### config.mk
export PLATFORM = sky130hd
export DESIGN_NAME = ongoru_guncelleme_denetleyici
export DESIGN_NICKNAME = d
export VERILOG_FILES = /design/src/rtl/ongoru_guncelleme_denetleyici_pkg.sv /design/src/rtl/ongoru_guncelleme_denetleyici_fifo.sv /design/src/rtl/ongoru_guncelleme_denetleyici.sv
export SDC_FILE = /design/constraint.sdc
export NUM_CORES = 1
export LEC_CHECK = 0
export CAP_MARGIN = 20
export CORE_UTILIZATION = 54
export CTS_CLUSTER_DIAMETER = 80
export DETAILED_ROUTE_END_ITERATION = 10
export PLACE_DENSITY = 0.87
export SLEW_MARGIN = 20
export SYNTH_ARGS = -nofsm -noshare
export SYNTH_HDL_FRONTEND = slang
export SYNTH_HIERARCHICAL = 1
export SYNTH_SLANG_ARGS = --single-unit
### constraint.sdc
create_clock -name clk_g -period 11.47 [get_ports clk_g]
set_input_delay 1.147 -clock clk_g [delete_from_list [all_inputs] [get_ports clk_g]]
set_output_delay 1.147 -clock clk_g [all_outputs]
set_load 0.02 [all_outputs]
### src/rtl/ongoru_guncelleme_denetleyici_pkg.sv
// ongoru_paket: shared types for the branch-predictor update scheduler.
//   BUYRUK_BIT           instruction / address width
//   guncelleme_girdisi_t one resolved control-flow update (98 bits)
//   durum_t              scheduler FSM states
package ongoru_paket;

    localparam int BUYRUK_BIT = 32;

    typedef struct packed {
        logic [BUYRUK_BIT-1:0] buyruk;
        logic [BUYRUK_BIT-1:0] adres;
        logic                  atladi;
        logic [BUYRUK_BIT-1:0] hedef;
        logic                  yanlis;
    } guncelleme_girdisi_t;

    typedef enum logic [1:0] {
        BOSTA  = 2'd0,
        BOSALT = 2'd1,
        KURTAR = 2'd2
    } durum_t;

    localparam logic [15:0] SAYAC_DOYMA = 16'hFFFF;

endpackage

### src/rtl/ongoru_guncelleme_denetleyici_fifo.sv
// guncelleme_fifo: synchronous FIFO holding accepted predictor updates.
// Ports:
//   clk_g, rst_g   clock, synchronous active-low reset
//   yaz_i, veri_i  write request and data (ignored when full or clearing)
//   oku_i          pop head (ignored when empty or clearing)
//   temizle_i      drop all entries; wins over write and pop
//   veri_o         current head entry
//   dolu_o, bos_o  full / empty flags
//   sayi_o         number of stored entries
module guncelleme_fifo #(
    parameter int GENISLIK = 98,
    parameter int DERINLIK = 4
) (
    input  logic                        clk_g,
    input  logic                        rst_g,
    input  logic                        yaz_i,
    input  logic                        oku_i,
    input  logic                        temizle_i,
    input  logic [GENISLIK-1:0]         veri_i,
    output logic [GENISLIK-1:0]         veri_o,
    output logic                        dolu_o,
    output logic                        bos_o,
    output logic [$clog2(DERINLIK):0]   sayi_o
);

    localparam int AW = $clog2(DERINLIK);
    localparam logic [AW:0] PTR_BIR = {{AW{1'b0}}, 1'b1};

    logic [GENISLIK-1:0] bellek_q [DERINLIK];
    logic [AW:0]         yaz_ptr_q, yaz_ptr_d;
    logic [AW:0]         oku_ptr_q, oku_ptr_d;
    logic                yaz_et, oku_et;

    // Pointers carry one extra wrap bit: equal -> empty, only MSB differs -> full.
    assign bos_o  = (yaz_ptr_q == oku_ptr_q);
    assign dolu_o = (yaz_ptr_q[AW] != oku_ptr_q[AW]) &&
                    (yaz_ptr_q[AW-1:0] == oku_ptr_q[AW-1:0]);
    assign sayi_o = yaz_ptr_q - oku_ptr_q;
    assign veri_o = bellek_q[oku_ptr_q[AW-1:0]];

    assign yaz_et = yaz_i && !dolu_o && !temizle_i;
    assign oku_et = oku_i && !bos_o && !temizle_i;

    always_comb begin
        yaz_ptr_d = yaz_ptr_q;
        oku_ptr_d = oku_ptr_q;
        if (temizle_i) begin
            yaz_ptr_d = '0;
            oku_ptr_d = '0;
        end else begin
            if (yaz_et) yaz_ptr_d = yaz_ptr_q + PTR_BIR;
            if (oku_et) oku_ptr_d = oku_ptr_q + PTR_BIR;
        end
    end

    always_ff @(posedge clk_g) begin
        if (!rst_g) begin
            yaz_ptr_q <= '0;
            oku_ptr_q <= '0;
        end else begin
            yaz_ptr_q <= yaz_ptr_d;
            oku_ptr_q <= oku_ptr_d;
        end
    end

    always_ff @(posedge clk_g) begin
        if (yaz_et) bellek_q[yaz_ptr_q[AW-1:0]] <= veri_i;
    end

endmodule

### src/rtl/ongoru_guncelleme_denetleyici.sv
// ongoru_guncelleme_denetleyici: schedules resolved branch/jump updates into the
// predictor's single update port.
// Ports:
//   clk_g, rst_g                 clock, synchronous active-low reset
//   i_gecerli0/1, o_hazir0/1     requester handshake (branch unit = 0, jump unit = 1)
//   i_buyruk/adres/atladi/hedef/yanlis0/1   resolved update fields
//   i_boru_temizle               pipeline flush
//   o_guncelle_gecerli_g + o_eski_buyruk, o_eski_buyruk_adresi, o_buyruk_atladi,
//   o_atlanan_adres, o_ongoru_yanlis       registered update pulse and its fields
//   o_getir_durdur               fetch stall while predictor state recovers
//   o_yanlis_sayaci              saturating count of issued mispredicts
//   o_durum                      current FSM state (debug)
// Handshake: an update transfers in a cycle where i_gecerliN and o_hazirN are both
// high. o_hazirN is a combinational grant, so i_gecerliN must not depend on it.
module ongoru_guncelleme_denetleyici
    import ongoru_paket::*;
#(
    parameter int DERINLIK        = 4,
    parameter int KURTARMA_CEVRIM = 2
) (
    input  logic                  clk_g,
    input  logic                  rst_g,
    input  logic                  i_gecerli0,
    input  logic                  i_gecerli1,
    output logic                  o_hazir0,
    output logic                  o_hazir1,
    input  logic [BUYRUK_BIT-1:0] i_buyruk0,
    input  logic [BUYRUK_BIT-1:0] i_buyruk1,
    input  logic [BUYRUK_BIT-1:0] i_adres0,
    input  logic [BUYRUK_BIT-1:0] i_adres1,
    input  logic                  i_atladi0,
    input  logic                  i_atladi1,
    input  logic [BUYRUK_BIT-1:0] i_hedef0,
    input  logic [BUYRUK_BIT-1:0] i_hedef1,
    input  logic                  i_yanlis0,
    input  logic                  i_yanlis1,
    input  logic                  i_boru_temizle,
    output logic                  o_guncelle_gecerli_g,
    output logic [BUYRUK_BIT-1:0] o_eski_buyruk,
    output logic [BUYRUK_BIT-1:0] o_eski_buyruk_adresi,
    output logic                  o_buyruk_atladi,
    output logic [BUYRUK_BIT-1:0] o_atlanan_adres,
    output logic                  o_ongoru_yanlis,
    output logic                  o_getir_durdur,
    output logic [15:0]           o_yanlis_sayaci,
    output durum_t                o_durum
);

    localparam int AW = $clog2(DERINLIK);
    localparam int SW = (KURTARMA_CEVRIM > 1) ? $clog2(KURTARMA_CEVRIM) : 1;
    localparam int GW = $bits(guncelleme_girdisi_t);
    localparam logic [SW-1:0] KURTAR_YUKLE = SW'(KURTARMA_CEVRIM - 1);
    localparam logic [AW:0]   TEK_GIRDI    = {{AW{1'b0}}, 1'b1};

    durum_t              durum_q, durum_d;
    logic                oncelik_q, oncelik_d;     // 0: req0 holds priority
    logic [SW-1:0]       sayac_q, sayac_d;         // remaining recovery cycles - 1
    logic                kabul, hak0, hak1, yaz, oku, fifo_temizle, yanlis_pop;
    guncelleme_girdisi_t girdi0, girdi1, yazilan, bas;
    logic [GW-1:0]       bas_ham;
    logic                dolu, bos;
    logic [AW:0]         sayi;

    logic                  guncelle_q;
    logic [BUYRUK_BIT-1:0] buyruk_q, adres_q, hedef_q;
    logic                  atladi_q, yanlis_q;
    logic [15:0]           yanlis_sayaci_q;

    assign girdi0  = '{buyruk: i_buyruk0, adres: i_adres0, atladi: i_atladi0,
                       hedef: i_hedef0, yanlis: i_yanlis0};
    assign girdi1  = '{buyruk: i_buyruk1, adres: i_adres1, atladi: i_atladi1,
                       hedef: i_hedef1, yanlis: i_yanlis1};
    assign yazilan = hak1 ? girdi1 : girdi0;
    assign yaz     = hak0 || hak1;
    assign bas     = guncelleme_girdisi_t'(bas_ham);

    guncelleme_fifo #(
        .GENISLIK (GW),
        .DERINLIK (DERINLIK)
    ) u_fifo (
        .clk_g     (clk_g),
        .rst_g     (rst_g),
        .yaz_i     (yaz),
        .oku_i     (oku),
        .temizle_i (fifo_temizle),
        .veri_i    (yazilan),
        .veri_o    (bas_ham),
        .dolu_o    (dolu),
        .bos_o     (bos),
        .sayi_o    (sayi)
    );

    // Round-robin arbiter. Full is taken before this cycle's pop, so a full
    // FIFO refuses a write even while it pops.
    always_comb begin
        kabul = rst_g && !dolu && (durum_q != KURTAR) && !i_boru_temizle;
        hak0  = 1'b0;
        hak1  = 1'b0;
        if (kabul) begin
            if (i_gecerli0 && i_gecerli1) begin
                hak0 = !oncelik_q;
                hak1 = oncelik_q;
            end else begin
                hak0 = i_gecerli0;
                hak1 = i_gecerli1;
            end
        end
        oncelik_d = oncelik_q;
        if (hak0)      oncelik_d = 1'b1;
        else if (hak1) oncelik_d = 1'b0;
    end

    always_comb begin
        durum_d      = durum_q;
        sayac_d      = sayac_q;
        oku          = 1'b0;
        yanlis_pop   = 1'b0;
        fifo_temizle = i_boru_temizle;
        case (durum_q)
            BOSTA: begin
                if (yaz) durum_d = BOSALT;
            end
            BOSALT: begin
                oku = !bos && !i_boru_temizle;
                if (oku && bas.yanlis) begin
                    // Younger entries (including one written this cycle) were
                    // fetched down the wrong path.
                    yanlis_pop   = 1'b1;
                    fifo_temizle = 1'b1;
                    sayac_d      = KURTAR_YUKLE;
                    durum_d      = KURTAR;
                end else if (oku && (sayi == TEK_GIRDI) && !yaz) begin
                    durum_d = BOSTA;
                end
            end
            KURTAR: begin
                if (sayac_q == '0) durum_d = BOSTA;
                else               sayac_d = sayac_q - SW'(1);
            end
            default: durum_d = BOSTA;
        endcase
        if (i_boru_temizle) durum_d = BOSTA;
    end

    always_ff @(posedge clk_g) begin
        if (!rst_g) begin
            durum_q   <= BOSTA;
            oncelik_q <= 1'b0;
            sayac_q   <= '0;
        end else begin
            durum_q   <= durum_d;
            oncelik_q <= oncelik_d;
            sayac_q   <= sayac_d;
        end
    end

    // Output registers: fields load only on a pop and hold otherwise.
    always_ff @(posedge clk_g) begin
        if (!rst_g) begin
            guncelle_q      <= 1'b0;
            buyruk_q        <= '0;
            adres_q         <= '0;
            atladi_q        <= 1'b0;
            hedef_q         <= '0;
            yanlis_q        <= 1'b0;
            yanlis_sayaci_q <= '0;
        end else begin
            guncelle_q <= oku;
            if (oku) begin
                buyruk_q <= bas.buyruk;
                adres_q  <= bas.adres;
                atladi_q <= bas.atladi;
                hedef_q  <= bas.hedef;
                yanlis_q <= bas.yanlis;
            end
            if (yanlis_pop && (yanlis_sayaci_q != SAYAC_DOYMA))
                yanlis_sayaci_q <= yanlis_sayaci_q + 16'd1;
        end
    end

    assign o_hazir0             = hak0;
    assign o_hazir1             = hak1;
    assign o_guncelle_gecerli_g = guncelle_q;
    assign o_eski_buyruk        = buyruk_q;
    assign o_eski_buyruk_adresi = adres_q;
    assign o_buyruk_atladi      = atladi_q;
    assign o_atlanan_adres      = hedef_q;
    assign o_ongoru_yanlis      = yanlis_q;
    assign o_getir_durdur       = (durum_q == KURTAR);  // rises with the mispredict pulse
    assign o_yanlis_sayaci      = yanlis_sayaci_q;
    assign o_durum              = durum_q;

endmodule
==> impl_results.md, run 1 <==
* CTS Buf Count at 50
* Initial DRT Pass Iterations at 7
* RR Startpoint: u_fifo/yaz_ptr_q[0]
* VDD IR-drop max at 0.105 mV
* Global-route wire length before repair at 69500 um
* Antenna violations before repair at 0
* Post-CTS Resized at 0
* Die height at 197 um
* Final #Nets at 1754
* Antenna violation net count after detailed routing at 0
* CTS Buffer Depth at 3
* Synthesized area at 20500 sq um
* Setup crit start kind: input port
* Commonest non-fill, non-tap cells in the layout: edfxtp_1, clkdlybuf4s50_1, nand2_1, dfxtp_1
* Critical Path Sink: o_hazir1
* Sequential share of the synthesized area at 0.699
* Tot Pwr at 3.81 mW
* Largest net degree at the start of global routing at 77
* Worst Path Required at 10.32 ns
* Register Area at 14300 sq um
* Synth cell types at 57
* Most common cell after layout, fill and taps aside: edfxtp_1
* I/O pins at 321
* Avg Cell Area, Syn at 16.7 sq um
* Yosys warns at 6
* Slew headroom at 0.304
* Top_reg_cell synth: edfxtp_1
* Worst slew pin tran at 1.04 ns
* WS Path Type: in2out
* R2R Setup Slk at 7.37 ns
* Diode count at 0
* Core footprint at 37000 sq um
* Die X at 197 um
* RSZ-0062 raised after global routing: false
* Clock Sinks at 519
* Clk_lat worst skew at 0.57 ns
* Vias post-DR at 11900
* Post-synthesis net count at 1436
* Crit end category: output port
* CP Max Fanout at 61
* Port Buffers at 320
* Fin crit period at 4.92 ns
* Status: finished clean
* Register bit total from synthesis at 519
* CTS Hold Bufs at 0
* Reg2reg end: u_fifo/bellek_q[1][96]
* Post-CTS Setup Bufs at 0
* Total Neg Setup Slack at 0 ns
* GRT Residual Overflow at 0
* Max-slew violation count at 0
* Vias in the first global route at 12500
* Initial Util at 0.554
* Final hold viol count at 0
* P per Cell Area at 148 nW/um^2
* Setup violators final at 0
* Crit share post-route at 0.429
* Area of the multi-input gates at 5800 sq um
* Row count at 70
* Maximum clock frequency at 0.203 GHz
* Wire per inst at 21.8 um
* Dpl ws at 6.53 ns
* Max_cap viols at 0
* CTS tree: built
* Clock Skew at 0.0117 ns
* Detailed router's first-iteration violation count at 886
* DR DRC count at 0
* EDFF count, synth at 392
* Post-synth ARST share at 0
* Final Instance Area at 25700 sq um
* Worst Slack Setup Final at 6.55 ns
* H-tree depth at 2
* Worst Setup SP: rst_g
* Vias per std cell at 5.70
* GP Congestion at 0.816
* Share of cells above drive strength 1 at 0.190
* Gr usage total at 0.238
* Reg2Reg Depth at 11
* CTS Root Cell: clkbuf_16
* Worst Hold Class: reg2reg
* Hpwl dp at 26700 um
* Drt total wl at 45500 um
* End-of-flow core utilization at 0.696
* Pleak at 8.16 nW
* Synth Instances at 1226
* Clk slew on worst S/H paths at 0.06 ns
* Placed Area at 24100 sq um
* Worst Path Arrival at 3.77 ns
* Die ar. at 38700 sq um
* Area Growth Syn to Fin at 25.6%
* FILL cells at 2381
-- power by group --
group / total [mW] / internal [mW] / switching [mW]
sequential: 2.04 / 2.04 / 0.00414
combinational: 0.170 / 0.0995 / 0.0706
clock: 1.60 / 0.936 / 0.663
-- worst min-delay path by stage --
stage	slack [ns]	cells after the start	from	to
after floorplan	0.45	2	sayac_q	o_durum[1]
after global placement	0.45	2	o_atlanan_adres[7]	o_atlanan_adres[7]
after detailed placement	0.46	2	o_eski_buyruk[10]	o_eski_buyruk[10]
after CTS	0.46	2	o_eski_buyruk[10]	o_eski_buyruk[10]
after global routing	0.48	2	o_eski_buyruk[29]	o_eski_buyruk[29]
final	0.46	2	o_eski_buyruk_adresi[6]	o_eski_buyruk_adresi[6]
-- stage by stage --
step	cells	hold slack, ns
6_report	2090	0.461
5_1_grt	2090	0.480
4_1_cts	2090	0.465
3_5_place_dp	1996	0.457
3_3_place_gp	1996	0.451
2_1_floorplan	1226	0.449
-- layer usage --
layer,routed length [um],GRT usage,up-vias
met5,0,0,-
met4,1710,0.0979,0
met3,2860,0.0368,102
met2,22900,0.404,505
met1,18100,0.308,6008
li1,-,-,5297
-- worst max-delay path, cell delays in order --
cell and delay, ns:
buf_4 0.50, nand2b_1 0.19, nor3_1 0.39, nand3_4 0.67, inv_1 0.19, clkdlybuf4s50_1 0.62
-- final cells by class --
cell class	instances	area share
Clock buffer	78	0.0579
Multi-Input combinational cell	627	0.225
Clock inverter	16	0.00486
Tap cell	504	0.0245
Inverter	11	0.00170
Sequential cell	519	0.557
Timing Repair Buffer	335	0.129
-- logic make-up after synthesis --
logic type	count (synthesis)	synth area share
AND/OR/NAND/NOR	279	0.0599
adder cells (fa/ha/maj)	9	0.00586
multiplexers	201	0.164
XOR/XNOR	11	0.00507
flip-flops	519	0.699
buffers and inverters	80	0.0197
AO/OA/AOI/OAI	127	0.0466
-- cells in the mapped netlist (2+ instances only) --
cell type,instances,area share
a21oi_1,3,0.00073
o31ai_1,2,0.00073
mux4_2,98,0.11
a31oi_1,2,0.00061
nand2_1,207,0.038
o211ai_1,5,0.0018
nor2b_1,4,0.0012
inv_1,10,0.0018
o21a_1,2,0.00073
and2_1,13,0.0040
nor3_1,3,0.00073
xnor2_1,9,0.0038
buf_4,2,0.00073
edfxtp_1,392,0.57
and3_1,3,0.00092
dfxtp_1,127,0.12
a211o_1,2,0.00086
ha_1,8,0.0049
nand4_1,10,0.0031
o311ai_0,2,0.00086
clkbuf_1,33,0.0060
nand3_1,6,0.0015
buf_12,2,0.0020
nor2_1,10,0.0018
or2_2,2,0.00061
mux2_2,98,0.054
a21boi_0,97,0.036
mux2i_1,5,0.0024
nand2b_1,8,0.0024
nor3b_1,4,0.0015
buf_2,29,0.0071
o21ai_0,2,0.00049
buf_6,2,0.0011
-- sequential cells by signal (all words and copies together), names as in the netlist, named ones only --
signal and count:
u_fifo/bellek_q 392, o_yanlis_sayaci 16, o_guncelle_gecerli_g 1, o_ongoru_yanlis 1, o_eski_buyruk 32, o_buyruk_atladi 1
o_durum 2, sayac_q 1, u_fifo/yaz_ptr_q 3, o_atlanan_adres 32, o_eski_buyruk_adresi 32, oncelik_q 1
u_fifo/oku_ptr_q 3
No activity file was read; power rests on OpenSTA's default activity.
==> run 2: changes to the inputs <==
==> constraint.sdc (replaced) <==
create_clock -name clk_g -period 4.6 [get_ports clk_g]
set_input_delay 0.46 -clock clk_g [delete_from_list [all_inputs] [get_ports clk_g]]
set_output_delay 0.46 -clock clk_g [all_outputs]
set_load 0.02 [all_outputs]
==> run 2 against run 1 <==
  * Combinational power grew 150%
  * Non-clock buffer count grew 2
  * Sequential power grew 150%
  * Cell area grew 0.69%
  * First-iteration DRC count shrank 8.4%
  * Count of clock-buffer cells in the layout shrank 10
  * Worst hold slack lost 0.16 ns
  * Sequential share of layout area shrank 0.38 points
  * Via count shrank 0.84%
  * Highest routed layer is now met5
==> impl_results.md, run 2 (same netlist as run 1, synthesis figures left out) <==
* Worst Path Arrival at 3.25 ns (-0.52 ns)
* Commonest non-fill, non-tap cells in the layout: edfxtp_1, clkdlybuf4s50_1, nand2_1, dfxtp_1
* Crit path cell chain: inv_1, ha_1, nand2_1, nor2_1, nor3_1, nand3_4, buf_4, inv_1, clkdlybuf4s50_1
* Maximum clock frequency at 0.270 GHz
* Most frequent cell on the critical path: inv_1
* Final hold viol count at 0 (unchanged)
* Antenna violation net count after detailed routing at 0 (unchanged)
* Worst Setup SP: u_fifo/yaz_ptr_q[0]
* Worst Hold Launch: rst_g
* Hold_ws at 0.303 ns (-0.158 ns)
* Detailed router's first-iteration violation count at 812 (-8.4%)
* Vias per std cell at 5.63 (-1.2%)
* Row count at 70 (unchanged)
* CP Max Fanout at 45 (-26%)
* Fin crit period at 3.71 ns
* RSZ-0062 raised after global routing: false
* Max-slew violation count at 0 (unchanged)
* CTS Hold Bufs at 0 (unchanged)
* Largest net degree at the start of global routing at 93 (+21%)
* Setup crit start kind: flop
* Initial Util at 0.554 (unchanged)
* Total Neg Setup Slack at 0 ns (unchanged)
* Slowest-stage cell, CP: clkdlybuf4s50_1
* Crit share post-route at 0.806
* H-tree depth at 2 (unchanged)
* Max_cap viols at 0 (unchanged)
* Clock Sinks at 519 (unchanged)
* Pleak at 8.26 nW (+1.2%)
* Vias post-DR at 11800 (-0.84%)
* Die height at 197 um (unchanged)
* Crit end category: output port
* CTS Buf Count at 52 (+4.0%)
* CTS Root Cell: clkbuf_16
* End-of-flow core utilization at 0.701 (+0.00481)
* Setup violators final at 0 (unchanged)
* Wire per inst at 21.6 um (-0.66%)
* Max FFs per register at 392 (unchanged)
* Post-CTS Resized at 0 (unchanged)
* Status: finished clean
* Share of cells above drive strength 1 at 0.197 (+0.00719)
* Initial DRT Pass Iterations at 5 (-2)
* Gr usage total at 0.240 (+0.00243)
* Area Growth Syn to Fin at 26.5%
* Clock Skew at 0.0113 ns (-0.000440 ns)
* Port Buffers at 320 (unchanged)
* CTS tree: built
* Core footprint at 37000 sq um (unchanged)
* CP max stage delay at 0.67 ns (about the same)
* Post-CTS Setup Bufs at 0 (unchanged)
* Worst Hold Class: in2reg
* WS Path Type: reg2out
* Slew headroom at 0.320 (+0.0156)
* VDD IR-drop max at 0.313 mV (+200%)
* Worst slew pin tran at 1.02 ns (-0.0234 ns)
* Vias in the first global route at 12600 (+0.85%)
* P per Cell Area at 371 nW/um^2 (+150%)
* # placed instances at 1998 (+0.10%)
* Clk_lat worst skew at 0.57 ns (about the same)
* Hpwl dp at 26400 um (-1.2%)
* Most common cell after layout, fill and taps aside: edfxtp_1
* Clk slew on worst S/H paths at 0.06 ns (about the same)
* RR Startpoint: u_fifo/yaz_ptr_q[0]
* Antenna violations before repair at 5 (+5)
* CTS Buffer Depth at 3 (unchanged)
* Die ar. at 38700 sq um (unchanged)
* Worst Path Required at 4.14 ns (-6.18 ns)
* Layout Cells excl Fill at 2097 (+0.33%)
* FILL cells at 2381 (unchanged)
* Die X at 197 um (unchanged)
* Final #Nets at 1758 (+0.23%)
* GP Congestion at 0.817 (+0.21%)
* Drt total wl at 45400 um (-0.33%)
* I/O pins at 321 (unchanged)
* GRT Residual Overflow at 0 (unchanged)
* DR DRC count at 0 (unchanged)
* Global-route wire length before repair at 70500 um (+1.3%)
[run 2: cell count changes in the layout (fill, tap and decap cells not counted), moves of 2 or more]
cell and change:
nor3b_2 -4, buf_12 +5, clkinv_2 +8, clkinv_4 +2, nor3b_4 +4, buf_4 -3, diode_2 +4, clkbuf_1 -9
bufinv_16 +2
[run 2: worst max-delay path, delay by kind of cell (launching register included)]
family / cells / cell delay (ns)
adder cells (fa/ha/maj): 1 / 0.34
AND/OR/NAND/NOR: 4 / 0.68
flip-flops: 1 / 0.37
buffers and inverters: 4 / 1.28
[run 2: layout make-up]
type / instances / area (sq um) / share of cell area
Antenna cell: 4 / 10.0 / 0.000386
Clock buffer: 68 / 1440 / 0.0557
Clock inverter: 27 / 235 / 0.00908
Inverter: 11 / 43.8 / 0.00169
Multi-Input combinational cell: 627 / 5830 / 0.225
Sequential cell: 519 / 14300 / 0.553
Tap cell: 504 / 631 / 0.0243
Timing Repair Buffer: 337 / 3390 / 0.131
[run 2: final timing paths]
check / to / slack [ns] / cells after the start
worst max-delay path: o_hazir1 / 0.89 / 9
worst min-delay path: sayac_q / 0.30 / 2
worst max register to register: u_fifo/bellek_q[3][16] / 1.16 / 9
worst min register to register: o_eski_buyruk[26] / 0.46 / 2
[run 2: power by group]
group	internal (mW)	total (mW)	switching (mW)
Clock	2.42	4.11	1.68
Sequential	5.08	5.09	0.00992
Combinational	0.250	0.420	0.170
[run 2: stage by stage]
stage,setup slack [ns],cell area [sq um],power (mW)
after floorplan,0.00645,20500,5.37
after global placement,1.26,24200,5.59
after detailed placement,1.17,24200,5.61
after CTS,0.834,25900,9.69
after global routing,0.674,25900,9.91
final,0.891,25900,9.62
[run 2: per-layer routing]
metal | GRT usage | wire [um]
met1 | 0.294 | 16900
met2 | 0.420 | 23500
met3 | 0.0435 | 3170
met4 | 0.103 | 1810
met5 | 0 | 13
